--- config.mk ---
export PLATFORM = sky130hd
export DESIGN_NAME = present_ctr_stream_ctrl_flat
export DESIGN_NICKNAME = d
export VERILOG_FILES = /design/src/rtl/present_ctr_stream_ctrl_if.sv /design/src/rtl/present_ctr_stream_ctrl.sv /design/src/flat_wrapper.sv
export SDC_FILE = /design/constraint.sdc
export NUM_CORES = 1
export LEC_CHECK = 0
export CAP_MARGIN = 40
export CORE_AREA = 2 2 264 266
export CTS_CLUSTER_DIAMETER = 100
export CTS_CLUSTER_SIZE = 24
export DETAILED_ROUTE_END_ITERATION = 8
export DIE_AREA = 0 0 266 268
export HOLD_SLACK_MARGIN = 0.03
export PLACE_DENSITY = 0.56
export SYNTH_ARGS = -nofsm -noshare
export SYNTH_HDL_FRONTEND = slang
export SYNTH_SLANG_ARGS = --single-unit
--- constraint.sdc ---
create_clock -name clk -period 2.4 [get_ports clk]
set_clock_uncertainty 0.05 [all_clocks]
set_input_delay 0.36 -clock clk [delete_from_list [all_inputs] [get_ports clk]]
set_output_delay 0.36 -clock clk [all_outputs]
set_load 0.05 [all_outputs]
--- src/rtl/present_ctr_stream_ctrl_if.sv ---
// Stream interface for present_ctr_stream_ctrl: configuration channel,
// input block stream (s_*) and output block stream (m_*).
// master = host/DMA side, slave = the sequencer.
interface present_ctr_stream_ctrl_if;
    logic        cfg_valid;
    logic        cfg_ready;
    logic [79:0] cfg_key;
    logic [63:0] cfg_iv;

    logic        s_valid;
    logic        s_ready;
    logic [63:0] s_data;

    logic        m_valid;
    logic        m_ready;
    logic [63:0] m_data;

    modport master (
        output cfg_valid, cfg_key, cfg_iv, s_valid, s_data, m_ready,
        input  cfg_ready, s_ready, m_valid, m_data
    );

    modport slave (
        input  cfg_valid, cfg_key, cfg_iv, s_valid, s_data, m_ready,
        output cfg_ready, s_ready, m_valid, m_data
    );
endinterface

--- src/rtl/present_ctr_stream_ctrl.sv ---
// present_ctr_stream_ctrl: sequencer that turns one present_ctr core into a
// streaming CTR engine. Holds key/IV, owns the block counter, restarts the
// core once per block and buffers the processed block until taken.
// Optional watchdog: define PRESENT_CTR_TIMEOUT_EN to abort a block whose
// core never signals completion within TIMEOUT_CYCLES WAIT cycles.
module present_ctr_stream_ctrl #(
    parameter int CNT_W          = 64,
    parameter int TIMEOUT_CYCLES = 127
) (
    input  logic                 clk,
    input  logic                 rst,
    present_ctr_stream_ctrl_if.slave bus,
    output logic [CNT_W-1:0]     blk_cnt,
    output logic                 busy,
    output logic                 err,
    output logic                 core_rst,
    output logic [79:0]          core_key,
    output logic [63:0]          core_iv,
    output logic [63:0]          core_block_number,
    output logic [63:0]          core_block_i,
    input  logic [63:0]          core_block_o,
    input  logic                 core_end
);

    // Elaboration-time sanity check of the configuration.
    generate
        if (CNT_W < 1 || CNT_W > 64 || TIMEOUT_CYCLES < 1) begin : g_bad_param
            $error("present_ctr_stream_ctrl: CNT_W must be 1..64, TIMEOUT_CYCLES >= 1");
        end
    endgenerate

    typedef enum logic [2:0] {
        ST_UNCFG,
        ST_READY,
        ST_START,
        ST_WAIT,
        ST_OUT
    } state_t;

    state_t             state_reg, state_next;
    logic [79:0]        key_reg;
    logic [63:0]        iv_reg;
    logic [CNT_W-1:0]   blk_cnt_reg;
    logic [63:0]        data_reg;
    logic [63:0]        out_reg;

    logic               cfg_load;
    logic               blk_take;
    logic               blk_done;

`ifdef PRESENT_CTR_TIMEOUT_EN
    localparam int WD_W = $clog2(TIMEOUT_CYCLES + 1);
    logic [WD_W-1:0]    wd_cnt_reg;
    logic               err_reg;
    logic               wd_abort;
    logic               wd_hit;

    assign wd_hit = (wd_cnt_reg == WD_W'(TIMEOUT_CYCLES - 1));
`endif

    // State register.
    always_ff @(posedge clk) begin
        if (rst) begin
            state_reg <= ST_UNCFG;
        end else begin
            state_reg <= state_next;
        end
    end

    // Next-state logic and per-cycle datapath enables.
    always_comb begin
        state_next = state_reg;
        cfg_load   = 1'b0;
        blk_take   = 1'b0;
        blk_done   = 1'b0;
`ifdef PRESENT_CTR_TIMEOUT_EN
        wd_abort   = 1'b0;
`endif
        case (state_reg)
            ST_UNCFG: begin
                if (bus.cfg_valid) begin
                    cfg_load   = 1'b1;
                    state_next = ST_READY;
                end
            end
            ST_READY: begin
                // A config load takes priority over a block offered in the same cycle.
                if (bus.cfg_valid) begin
                    cfg_load = 1'b1;
                end else if (bus.s_valid) begin
                    blk_take   = 1'b1;
                    state_next = ST_START;
                end
            end
            ST_START: begin
                state_next = ST_WAIT;
            end
            ST_WAIT: begin
                if (core_end) begin
                    blk_done   = 1'b1;
                    state_next = ST_OUT;
                end
`ifdef PRESENT_CTR_TIMEOUT_EN
                else if (wd_hit) begin
                    wd_abort   = 1'b1;
                    state_next = ST_READY;
                end
`endif
            end
            ST_OUT: begin
                if (bus.m_ready) begin
                    state_next = ST_READY;
                end
            end
            default: begin
                state_next = ST_UNCFG;
            end
        endcase
    end

    // Config, input block, output block and block counter registers.
    always_ff @(posedge clk) begin
        if (rst) begin
            key_reg     <= '0;
            iv_reg      <= '0;
            blk_cnt_reg <= '0;
            data_reg    <= '0;
            out_reg     <= '0;
        end else begin
            if (cfg_load) begin
                key_reg     <= bus.cfg_key;
                iv_reg      <= bus.cfg_iv;
                blk_cnt_reg <= '0;
            end
            if (blk_take) begin
                data_reg <= bus.s_data;
            end
            // Counter only advances when leaving WAIT, so the core sees a stable number.
            if (blk_done) begin
                out_reg     <= core_block_o;
                blk_cnt_reg <= blk_cnt_reg + CNT_W'(1);
            end
        end
    end

`ifdef PRESENT_CTR_TIMEOUT_EN
    // Watchdog counts WAIT cycles; sticky error cleared only by reset or config load.
    always_ff @(posedge clk) begin
        if (rst) begin
            wd_cnt_reg <= '0;
            err_reg    <= 1'b0;
        end else begin
            if (state_reg == ST_WAIT) begin
                wd_cnt_reg <= wd_cnt_reg + WD_W'(1);
            end else begin
                wd_cnt_reg <= '0;
            end
            if (cfg_load) begin
                err_reg <= 1'b0;
            end else if (wd_abort) begin
                err_reg <= 1'b1;
            end
        end
    end

    assign err = err_reg;
`else
    assign err = 1'b0;
`endif

    assign busy          = (state_reg == ST_START) || (state_reg == ST_WAIT) || (state_reg == ST_OUT);
    assign bus.cfg_ready = (state_reg == ST_UNCFG) || (state_reg == ST_READY);
    assign bus.s_ready   = (state_reg == ST_READY) && !bus.cfg_valid;
    assign bus.m_valid   = (state_reg == ST_OUT);
    assign bus.m_data    = out_reg;

    assign blk_cnt           = blk_cnt_reg;
    assign core_rst          = (state_reg != ST_WAIT);
    assign core_key          = key_reg;
    assign core_iv           = iv_reg;
    assign core_block_number = 64'(blk_cnt_reg);
    assign core_block_i      = data_reg;

endmodule

--- src/flat_wrapper.sv ---
// flat-port wrapper written by rule: the top's interface ports become plain ports
module present_ctr_stream_ctrl_flat 
#(
    parameter int CNT_W          = 64,
    parameter int TIMEOUT_CYCLES = 127
)
  (clk, rst, blk_cnt, busy, err, core_rst, core_key, core_iv, core_block_number, core_block_i, core_block_o, core_end, bus_cfg_valid, bus_cfg_key, bus_cfg_iv, bus_s_valid, bus_s_data, bus_m_ready, bus_cfg_ready, bus_s_ready, bus_m_valid, bus_m_data);
  present_ctr_stream_ctrl_if bus_i ();
  input  logic clk;
  input  logic rst;
  output logic [CNT_W-1:0] blk_cnt;
  output logic busy;
  output logic err;
  output logic core_rst;
  output logic [79:0] core_key;
  output logic [63:0] core_iv;
  output logic [63:0] core_block_number;
  output logic [63:0] core_block_i;
  input  logic [63:0] core_block_o;
  input  logic core_end;
  input wire logic [$bits(bus_i.cfg_valid)-1:0] bus_cfg_valid;
  input wire logic [$bits(bus_i.cfg_key)-1:0] bus_cfg_key;
  input wire logic [$bits(bus_i.cfg_iv)-1:0] bus_cfg_iv;
  input wire logic [$bits(bus_i.s_valid)-1:0] bus_s_valid;
  input wire logic [$bits(bus_i.s_data)-1:0] bus_s_data;
  input wire logic [$bits(bus_i.m_ready)-1:0] bus_m_ready;
  output wire logic [$bits(bus_i.cfg_ready)-1:0] bus_cfg_ready;
  output wire logic [$bits(bus_i.s_ready)-1:0] bus_s_ready;
  output wire logic [$bits(bus_i.m_valid)-1:0] bus_m_valid;
  output wire logic [$bits(bus_i.m_data)-1:0] bus_m_data;
  assign bus_i.cfg_valid = bus_cfg_valid;
  assign bus_i.cfg_key = bus_cfg_key;
  assign bus_i.cfg_iv = bus_cfg_iv;
  assign bus_i.s_valid = bus_s_valid;
  assign bus_i.s_data = bus_s_data;
  assign bus_i.m_ready = bus_m_ready;
  assign bus_cfg_ready = bus_i.cfg_ready;
  assign bus_s_ready = bus_i.s_ready;
  assign bus_m_valid = bus_i.m_valid;
  assign bus_m_data = bus_i.m_data;
  present_ctr_stream_ctrl #(.CNT_W(CNT_W), .TIMEOUT_CYCLES(TIMEOUT_CYCLES)) u_core (.clk(clk), .rst(rst), .bus(bus_i), .blk_cnt(blk_cnt), .busy(busy), .err(err), .core_rst(core_rst), .core_key(core_key), .core_iv(core_iv), .core_block_number(core_block_number), .core_block_i(core_block_i), .core_block_o(core_block_o), .core_end(core_end));
endmodule
# After elaboration in Yosys (flattened, before gate mapping)
# Cells that the tools add are included.
# word_totals
rom_bits,0
latch_bits,0
output_inout_bits,406
n_memories,0
regBits,339
input_bits,278
elab_cells,41
mem_bits_rw,0
# classes
order_cmp,0
div_mod_pow,0
add_sub_neg,1
reduce_logical,9
shift,0
mul,0
n_eq_ne,10
bitwise,0
mux,15
# op_table
operator,n
$mux W64,2
$add A64 B1 Y64 const B,1
$mux W3,5
$pmux W3 S5,1
$ne A2 B2 Y1 const B,5
$mux W1,7
$eq A3 B2 Y1 const B,2
$reduce_and A5 Y1,1
$eq A3 B1 Y1 const B,1
$eq A3 B3 Y1 const B,1
$logic_not A3 Y1,1
$logic_or A1 B1 Y1,3
$ne A3 B2 Y1 const B,1
$reduce_bool A2 Y1,1
$reduce_or A2 Y1,1
$logic_and A1 B1 Y1,1
$logic_not A1 Y1,1

# Depth between registers and ports, before layout
# logic_depth
word_depth,5
ltp_mapped,7
depth_no_buf,6

# Least setup slack after synthesis
# Ideal clock, no wire load.
# synth_timing
path_type,reg-to-output
from,register u_core.state_reg[0]
to,output port bus_s_ready
path_buffers,1
path_stages_with_launch,3
required_ns,1.990
path_slack_ns,-0.226
arrival_time_ns,2.216
cell_sequence,dfxtp_1 -> clkbuf_1 -> nor4b_1
# synth_via
elab_chain_cells,2
# synth_lines
element,line,source
"start, declared",present_ctr_stream_ctrl.sv:40,"state_t state_reg, state_next;"
"start signal, assigned",present_ctr_stream_ctrl.sv:66,state_reg <= state_next;
$eq A3 B1 Y1,present_ctr_stream_ctrl.sv:173,assign bus.s_ready = (state_reg == ST_READY) && !bus.cfg_valid;
$logic_and A1 B1 Y1,present_ctr_stream_ctrl.sv:173,
"end, declared",flat_wrapper.sv:28,output wire logic [$bits(bus_i.s_ready)-1:0] bus_s_ready;
# No other way between the ends.

# Worst setup path after layout
# layout_timing
from,"register u_core.blk_cnt_reg[56], in the netlist u_core.blk_cnt[56]"
to,output port blk_cnt[56]
# layout_rtl
element,line,source
"start, declared",present_ctr_stream_ctrl.sv:43,logic [CNT_W-1:0] blk_cnt_reg;
"start signal, assigned",present_ctr_stream_ctrl.sv:141,blk_cnt_reg <= blk_cnt_reg + CNT_W'(1);
"end, declared",flat_wrapper.sv:11,output logic [CNT_W-1:0] blk_cnt;
# No word-level cell between the ends.

==> summary.txt <==
Place
  – Port Buffers: 682
  – Cells after DPL: 3137
  – Global placer's final weighted congestion: 0.864
  – Hpwl dp: 41400 um

Global routing
  – Initial antenna violation count: 1
  – Global-route usage over all layers: 14.0%
  – Residual overflow from global routing: 0
  – Largest net degree at the start of global routing: 84
  – Number of global-route vias before repair: 13300
  – Global-route wire length before repair: 78400 um

Finish
  – Proportion of layout cells with a drive suffix above 1: 7.14%
  – Count of filler cells inserted in the layout: 7109
  – Final non-filler cell total: 3164
  – Layout net count: 2555
  – Final core utilization: 31.7%
  – P&R area growth vs syn: 64.4%
  – Flip-flop count of the largest register after layout: 80
  – Ant. Diodes: 0

Pwr
  – Final Power: 0.0125 W
  – IR Drop Worst-Case VDD: 0.441 mV
  – Static Leak: 7.58 nW
  – Total power per unit cell area: 578 nW/um^2

STA
  – Final cycle utilization of the critical path: 97.6%
  – Fmax: 427 MHz
  – Hold Slack: 158 ps
  – RSZ-0062 raised after global routing: no
  – Number of failing hold endpoints at the final stage: 0
  – Max-Slew Margin vs Limit: 57.9%
  – Final slew viol count: 0
  – Post-route minimum period: 2340 ps
  – Worst Max-Slew Pin Slew: 629 ps
  – Post-route setup TNS: 0 ps
  – Endpoints failing setup: 0

Die
  – Starting density of the core: 19.3%
  – Floorplan die height: 268 um
  – Core box area: 68200 um^2
  – Number of cell rows: 96
  – Horizontal extent of the die: 266 um
  – DIE AREA: 71300 um^2
  – Number of top-level pins: 684

Routing
  – Drt wl/cell: 17.0 um
  – Drt drc: 0
  – First-pass iteration count of the detailed router: 5
  – Iteration-0 DRC count of the detailed router: 781
  – Post-detailed-route via-to-cell ratio: 4.32
  – Final antenna-violating net count: 0
  – Vias: 13700
  – Total Wirelength: 53700 um

Yosys
  – Seq/Total Area, Yosys: 51.6%
  – Most common flop cell mapped by yosys: sky130_fd_sc_hd__dfxtp_1
  – Post-synthesis instance total: 1669
  – Share of synthesized registers carrying an async set or reset: 0%
  – Yosys reg bits: 339
  – Post-synthesis instance area: 13200 um^2
  – Post-Synthesis Mean Instance Area: 7.88 um^2
  – Post-Syn Nets: 1948
  – Ys Warns: 0
  – Unique cell type count in the Yosys netlist: 50
  – Number of synthesized flops with an enable pin: 0

CTS
  – Setup Buffers After CTS: 0
  – Number of buffers on the longest clock path: 3
  – H-tree depth: 1
  – Clock root buffer: sky130_fd_sc_hd__clkbuf_16
  – Number of buffers added by the clock tree synthesis step: 19
  – Clock slew seen by the registers of the worst setup and hold paths: 90 ps
  – Insertion delay of the later-clocked pin in the worst-skew pair: 540 ps
  – Hold-fix buffers at CTS: 0
  – TritonCTS clock tree: done
  – Clock sink count: 339

Run
  – Reported max-cap violation count: 0

Worst setup path
  – Crit path DAT: 1930 ps
  – Critical path class: flip-flop to primary output
  – Highest cell delay on the worst timing path: 880 ps
  – Startpoint class of the critical path: flip-flop
  – Worst path buffer plus inverter count: 1
  – Series of cell instances along the critical path: clkdlybuf4s50_1
  – CP required: 1990 ps
  – CP Capture Type: primary output
  – Top delay family on crit path: buffers and inverters
  – Max FO, Critical Path: 9
  – Highest-delay cell along the critical path: sky130_fd_sc_hd__clkdlybuf4s50_1

Worst hold path
  – Kind of path behind the tightest hold check: input pin to flip-flop

Outcome
  – Status: finished clean
==> per-layer routing <==
layer  vias up  GRT usage [%]  routed length (um)
met4         0           4.80                1940
met2       504           24.8               26700
met5         -              0                   0
met1      6403           16.1               21200
met3        84           3.91                3790
li1       6681              -                   -
==> path summary, 6_finish.rpt <==
| path | from | end | slack, ps | depth (start not counted) |
|---|---|---|---|---|
| hold / removal | rst | u_core.core_block_i[2] | 160 | 2 |
| hold reg to reg | u_core.bus.m_data[0] | u_core.bus.m_data[0] | 410 | 2 |
| setup / recovery | u_core.blk_cnt[56] | blk_cnt[56] | 60 | 1 |
| setup reg to reg | u_core.blk_cnt[6] | u_core.blk_cnt[39] | 110 | 7 |
==> placed cells by master (no fill, tap or decap), drive strengths merged, types with 2 or more instances in the layout <==
cell type,count
clkdlybuf4s50,661
nand2,589
dfxtp,339
a21oi,313
buf,90
nor2,38
nand3,33
or3,29
o211ai,26
clkbuf,22
nand4,18
mux2,17
dlymetal6s2s,13
nor4,10
inv,9
o311ai,7
or4,7
and3,5
o21ai,5
xor2,5
nor3,5
and2,5
and4,4
or2,4
nand2b,3
a31oi,3
clkinv,3
nand3b,2
nor3b,2
dlygate4sd2,2
==> timing repair <==
action                                  in CTS  in global routing
resized for setup                            2                 14
endpoints found under the setup margin       2                 16
pin swaps                                    0                  0
==> stage by stage <==
step	cell area (um^2)	setup WS, ps
finish	21600	57.8
CTS	21600	2.62
global placement	21000	-139
detailed placement	21000	-196
global route	21600	6.17
floorplan	13200	10.6
==> Yosys cell counts (5+ instances only) <==
| cell | n | share of area [%] |
|---|---|---|
| sky130_fd_sc_hd__xor2_1 | 5 | 0.33 |
| sky130_fd_sc_hd__nand2_1 | 589 | 17 |
| sky130_fd_sc_hd__nor2_1 | 38 | 1.1 |
| sky130_fd_sc_hd__buf_1 | 5 | 0.14 |
| sky130_fd_sc_hd__o211ai_1 | 26 | 1.5 |
| sky130_fd_sc_hd__nand3_1 | 32 | 1.2 |
| sky130_fd_sc_hd__nor3_1 | 5 | 0.19 |
| sky130_fd_sc_hd__o21ai_0 | 5 | 0.19 |
| sky130_fd_sc_hd__clkbuf_1 | 104 | 3.0 |
| sky130_fd_sc_hd__a21oi_1 | 313 | 12 |
| sky130_fd_sc_hd__or3_1 | 29 | 1.4 |
| sky130_fd_sc_hd__nand4_1 | 14 | 0.67 |
| sky130_fd_sc_hd__dfxtp_1 | 339 | 52 |
| sky130_fd_sc_hd__buf_4 | 65 | 3.7 |
| sky130_fd_sc_hd__inv_1 | 8 | 0.23 |
| sky130_fd_sc_hd__mux2_2 | 14 | 1.2 |
| sky130_fd_sc_hd__and3_1 | 5 | 0.24 |
| sky130_fd_sc_hd__nor4_1 | 7 | 0.33 |
| sky130_fd_sc_hd__o311ai_0 | 7 | 0.47 |
| sky130_fd_sc_hd__or4_1 | 7 | 0.40 |
==> power by group <==
part	leakage [nW]	switching, W	total, W	internal [W]
combinational	4.53	0.00172	0.00282	0.00111
clock	0.288	0.00204	0.00369	0.00165
sequential	2.76	0.000129	0.00599	0.00586
total	7.58	0.00388	0.0125	0.00862
==> logic make-up (layout without fill, tap and decap cells) <==
group,Yosys count,in the layout,synth area share [%]
AOI/OAI and AO/OA,359,359,14.5
xor gates and xnor gates,6,6,0.399
adders and majority gates,1,1,0.0951
buffers and inverters,188,801,7.37
DFF,339,339,51.6
muxes,17,17,1.45
other,1,1,0.0285
and+or+nand+nor,758,758,24.6
==> area by class of cell <==
class,instances,area [um^2],area share (%)
clock buffers,22,507,2.34
clock inverters,5,78.8,0.364
inverters,8,30.0,0.139
multi-input cells,1142,5440,25.1
flip-flops and latches,339,6800,31.5
well taps,882,1100,5.10
repair buffers,766,7670,35.5
(Power assumes the default switching activity.)
